<file path="config.mk">
export PLATFORM = sky130hd
export DESIGN_NAME = stream_state_accum
export DESIGN_NICKNAME = d
export VERILOG_FILES = /design/src/rtl/stream_state_accum.sv
export SDC_FILE = /design/constraint.sdc
export NUM_CORES = 1
export LEC_CHECK = 0
export CAP_MARGIN = 20
export CORE_UTILIZATION = 25
export DETAILED_ROUTE_END_ITERATION = 10
export PLACE_DENSITY = 0.51
export SLEW_MARGIN = 20
export SYNTH_ARGS = -nofsm -noshare
export SYNTH_HDL_FRONTEND = slang
export SYNTH_SLANG_ARGS = --single-unit
</file>
<file path="constraint.sdc">
create_clock -name clk -period 2 [get_ports clk]
set_clock_uncertainty 0.2 [all_clocks]
set_input_delay 0.3 -clock clk [delete_from_list [all_inputs] [get_ports clk]]
set_output_delay 0.3 -clock clk [all_outputs]
set_load 0.01 [all_outputs]
</file>
<file path="src/rtl/stream_state_accum.sv">
// Multi-channel running-state accumulator: per-channel XOR/ADD/LOAD updates from a
// command stream, terminated by a sticky FINISH command that only reset clears.
module stream_state_accum #(
  parameter int          W    = 1,
  parameter int          NCH  = 1,
  parameter logic [W-1:0] INIT = '0,
  parameter int          CW   = 8,
  localparam int         CHW  = (NCH > 1) ? $clog2(NCH) : 1
) (
  input  logic           clk,
  input  logic           rst,
  input  logic           in_valid,
  output logic           in_ready,
  input  logic [CHW-1:0] in_ch,
  input  logic [1:0]     in_mode,
  input  logic [W-1:0]   in_data,
  output logic [W-1:0]   out_data,
  output logic           cont,
  output logic           done,
  output logic           err,
  output logic [CW-1:0]  upd_cnt
);

  typedef enum logic {S_RUN, S_DONE} state_t;
  typedef enum logic [1:0] {M_XOR = 2'b00, M_ADD = 2'b01, M_LOAD = 2'b10, M_FINISH = 2'b11} mode_t;

  state_t       state;
  mode_t        mode;
  logic [W-1:0] st [NCH];
  logic         ch_ok;
  logic         accept;

  assign mode   = mode_t'(in_mode);
  assign ch_ok  = (32'(in_ch) < NCH);
  assign accept = in_valid & in_ready;

  // Pre-update view of the addressed channel; out-of-range channels read as zero.
  always_comb begin
    out_data = '0;
    if (ch_ok) out_data = st[in_ch];
  end

  // NOTE: the state array is reset like any other register because INIT is
  // architectural state that consumers read straight out of reset.
  always_ff @(posedge clk or posedge rst) begin
    if (rst) begin
      state    <= S_RUN;
      in_ready <= 1'b1;
      done     <= 1'b0;
      cont     <= 1'b1;
      err      <= 1'b0;
      upd_cnt  <= '0;
      for (int i = 0; i < NCH; i++) st[i] <= INIT;
    end else begin
      err <= 1'b0;
      if (accept) begin
        if (mode == M_FINISH) begin
          state    <= S_DONE;
          in_ready <= 1'b0;
          done     <= 1'b1;
          cont     <= 1'b0;
        end else if (!ch_ok) begin
          err <= 1'b1;
        end else begin
          case (mode)
            M_XOR:   st[in_ch] <= st[in_ch] ^ in_data;
            M_ADD:   st[in_ch] <= st[in_ch] + in_data;
            M_LOAD:  st[in_ch] <= in_data;
            default: ;
          endcase
          if (upd_cnt != '1) upd_cnt <= upd_cnt + CW'(1);
        end
      end
    end
  end

endmodule
</file>
==> key figures <==
Status
  – Outcome: completed

Logic synthesis
  – Cell count after synthesis: 61
  – Post-synth cell types: 28
  – Fraction of the mapped netlist area in compound gates: 0.109
  – Netlist area before placement: around 640 µm²
  – Post-synth EDFFs: 0
  – Mean Syn Cell Area: 10.5 µm²
  – Count of state elements after synthesis: 12
  – Fraction of registers with async set or reset after synthesis: 1.00
  – Count of yosys warnings during synthesis: 0
  – Synthesized net count: 73
  – Part of the Yosys area used for sequential elements: 0.469
  – Dominant combinational cell family by area after synthesis: simple AND/OR/NAND/NOR gates
  – Adder-Cell Fraction of Synth Area: 0.0973
  – Synth Area in XOR/XNOR: 0.0409
  – Area fraction in and, or, nand and nor cells after synthesis: 0.202
  – Multiplexer fraction of the synthesized cell area: 0.0525
  – Main synth FF type: sky130_fd_sc_hd__dfrtp_1

Worst hold path
  – Hold/Removal Path Class: input pin to async pin

Routing
  – Met2 routed WL: around 640 µm
  – Number of optimization iterations in the first detailed-route pass: 1
  – Routed wire length on met3: 62 µm
  – Routed WL: 1230 µm
  – Via count: 560
  – Top metal layer carrying routed signals: met4
  – First-iteration detailed-routing DRC count: 0
  – Number of vias per cell: 4.67
  – Detail Route Antenna Nets: 0
  – DRC errors left: 0
  – Metal-1 WL: 499 µm
  – Average wire per standard cell: 10.2 µm

STA
  – Setup-failing EPs final: 0
  – Maximum clock frequency: 0.525 GHz
  – Max Slew Vio Count: 0
  – Worst-case setup margin in the final layout: 0.0956 ns
  – Number of failing hold endpoints at the final stage: 0
  – Slew Limit Headroom: 0.707
  – RSZ-0062 raised after global routing: false
  – Transition time at the pin with the least slew margin: 0.439 ns
  – Setup total negative slack: 0 ns
  – Final clock period utilization by the worst path: 0.952
  – Min Clock Period, post-route: 1.90 ns

Setup path
  – Signal arrival time at the worst endpoint: ~1.9 ns
  – Dominant delay contributor by cell family on the critical path: simple AND/OR/NAND/NOR gates
  – Max incr delay on CP: 0.42 ns
  – Biggest fanout along the worst timing path: 4
  – Critical path startpoint category: input pin
  – Worst path bufs/invs: 1
  – Kind of end point of the critical path: flip-flop
  – Standard cell with the maximum stage delay on the critical path: sky130_fd_sc_hd__clkdlybuf4s50_1
  – Required time of the critical path: 1.95 ns
  – CP Depth: 6
  – Minimum setup slack among reg-to-reg paths: 0.25 ns
  – Reg2Reg Capture Point: upd_cnt[5]
  – Setup Crit Path Kind: input pin to flip-flop
  – Critical path cell sequence: clkdlybuf4s50_1 -> ha_1 -> and4bb_1 -> and3_4 -> nand4_1 -> mux2_1
  – Start of the worst register-to-register path: cont
  – Length in cells of the worst reg-to-reg path: 4

Final layout
  – Area overhead of the layout relative to synthesis: 49.2%
  – Net total in the final layout: 103
  – Diodes inserted: 0
  – Layout Utilization: 0.391
  – Commonest cells after routing, fill and taps aside: sky130_fd_sc_hd__clkdlybuf4s50_1 (18), sky130_fd_sc_hd__dfrtp_1 (11), sky130_fd_sc_hd__nand2_1 (7), sky130_fd_sc_hd__buf_4 (7), sky130_fd_sc_hd__ha_1 (5)
  – Commonest non-fill, non-tap cell in the layout: sky130_fd_sc_hd__clkdlybuf4s50_1
  – Ratio of cells with drive above 1 in the final layout: 0.167

Clock tree
  – Count of hold-fix buffers inserted at cts: 0
  – Number of CTS-inserted buffers: 3
  – Number of H-tree levels: 1
  – Maximum number of buffers from clock root to sink: 2
  – Post-CTS setup buffers: 0
  – Clock net sink count: 12
  – TritonCTS clock tree: yes
  – Clk slew on worst S/H paths: 0.07 ns
  – Later-pin clock latency in the skew report: 0.27 ns
  – Clock root cell: sky130_fd_sc_hd__clkbuf_4

Floorplan
  – Die Span X: roughly 53 µm
  – Die Ht: between 50 and 60 µm
  – Initial cell density of the core: 0.262
  – Core footprint: 2450 µm²
  – Number of top-level pins: 20
  – FP Rows: 18
  – DIE AREA: 2780 µm²

Placed design
  – Count of port buffers added during placement: 19
  – Worst slack after detailed placement: -0.215 ns
  – Detailed Place HPWL: just over 1000 µm
  – Weighted congestion reported at the end of routability-driven placement: just over 0.7

Job
  – Number of max-cap violations: 0

Pwr
  – Overall power consumption: between 0.0004 and 0.0005 W
  – Leakage: 0.442 nW
  – Worst ir drop on vdd: between 0.0002 and 0.00025 V
  – PD cells: 493 nW/µm²

GRT
  – GRT Resource Usage Total: 0.110
  – GRT overflow: 0
  – Antenna violations before repair: 0
  – Vias in the first global route: 534
  – First-pass GRT wire length: 2150 µm
  – Largest net degree at the start of global routing: 13
## how the worst max path moves through the flow
stage | slack (ns) | startpoint | endpoint
after floorplan | 0.27 | in_mode[0] | upd_cnt[5]
after global placement | -0.19 | in_mode[0] | upd_cnt[7]
after detailed placement | -0.21 | in_mode[0] | upd_cnt[5]
after CTS | 0.03 | in_ch | out_data
after global routing | 0.02 | in_mode[0] | upd_cnt[5]
final | 0.1 | in_mode[0] | upd_cnt[5]
## Yosys cell counts (2+ instances only)
| master | instances | share of area |
|---|---|---|
| sky130_fd_sc_hd__mux2_1 | 2 | 0.035 |
| sky130_fd_sc_hd__nor3_1 | 2 | 0.016 |
| sky130_fd_sc_hd__ha_1 | 5 | 0.097 |
| sky130_fd_sc_hd__dfrtp_1 | 11 | 0.43 |
| sky130_fd_sc_hd__and3_1 | 3 | 0.029 |
| sky130_fd_sc_hd__nand4_1 | 3 | 0.029 |
| sky130_fd_sc_hd__xnor2_1 | 3 | 0.041 |
| sky130_fd_sc_hd__inv_1 | 3 | 0.018 |
| sky130_fd_sc_hd__a21oi_1 | 4 | 0.031 |
| sky130_fd_sc_hd__nand2_1 | 7 | 0.041 |
## sequential cells by signal, summed over array words and instances, names as in the netlist
name     cells
done         1
err          1
st           1
upd_cnt      8
cont         1
## metrics by stage
step / hold slack, ns / cell area (µm²) / cells
2_1_floorplan: -0.0360 / 643 / 61
3_3_place_gp: 0.258 / 916 / 116
3_5_place_dp: 0.269 / 916 / 116
4_1_cts: 0.135 / 952 / 120
5_1_grt: 0.197 / 960 / 120
6_report: 0.121 / 960 / 120
## routing by layer
layer | up-vias | global-route usage
met4 | 0 | 0.0658
met5 | - | 0
met2 | 14 | 0.200
met1 | 265 | 0.107
met3 | 4 | 0.0348
li1 | 277 | -
## repair_timing
| action | in CTS | in global routing |
|---|---|---|
| gates resized for setup | 0 | 2 |
| endpoints found under the hold margin | 0 | 0 |
| setup endpoints to repair | 0 | 2 |
## report_power, final
group          switching (W)  internal (W)
Clock              0.0000790      0.000111
Sequential                 0      0.000242
Combinational      0.0000176     0.0000235
Total              0.0000965      0.000377
## cell families (layout without fill, tap and decap cells)
family / count (synthesis) / in the layout
AO/OA/AOI/OAI: 11 / 11
XOR/XNOR: 3 / 3
adder cells (fa/ha/maj): 5 / 5
buffers and inverters: 4 / 33
flip-flops: 12 / 12
multiplexers: 3 / 3
AND/OR/NAND/NOR: 23 / 23
## final cells by class
cell class / instances / area, µm²
clock buffer: 4 / 36.3
multi-input combinational: 45 / 328
timing repair buffer: 26 / 245
sequential: 12 / 302
fill: 252 / 1500
tap: 30 / 37.5
inverter: 3 / 11.3
Note: power is estimated with default switching activity, not from simulation.
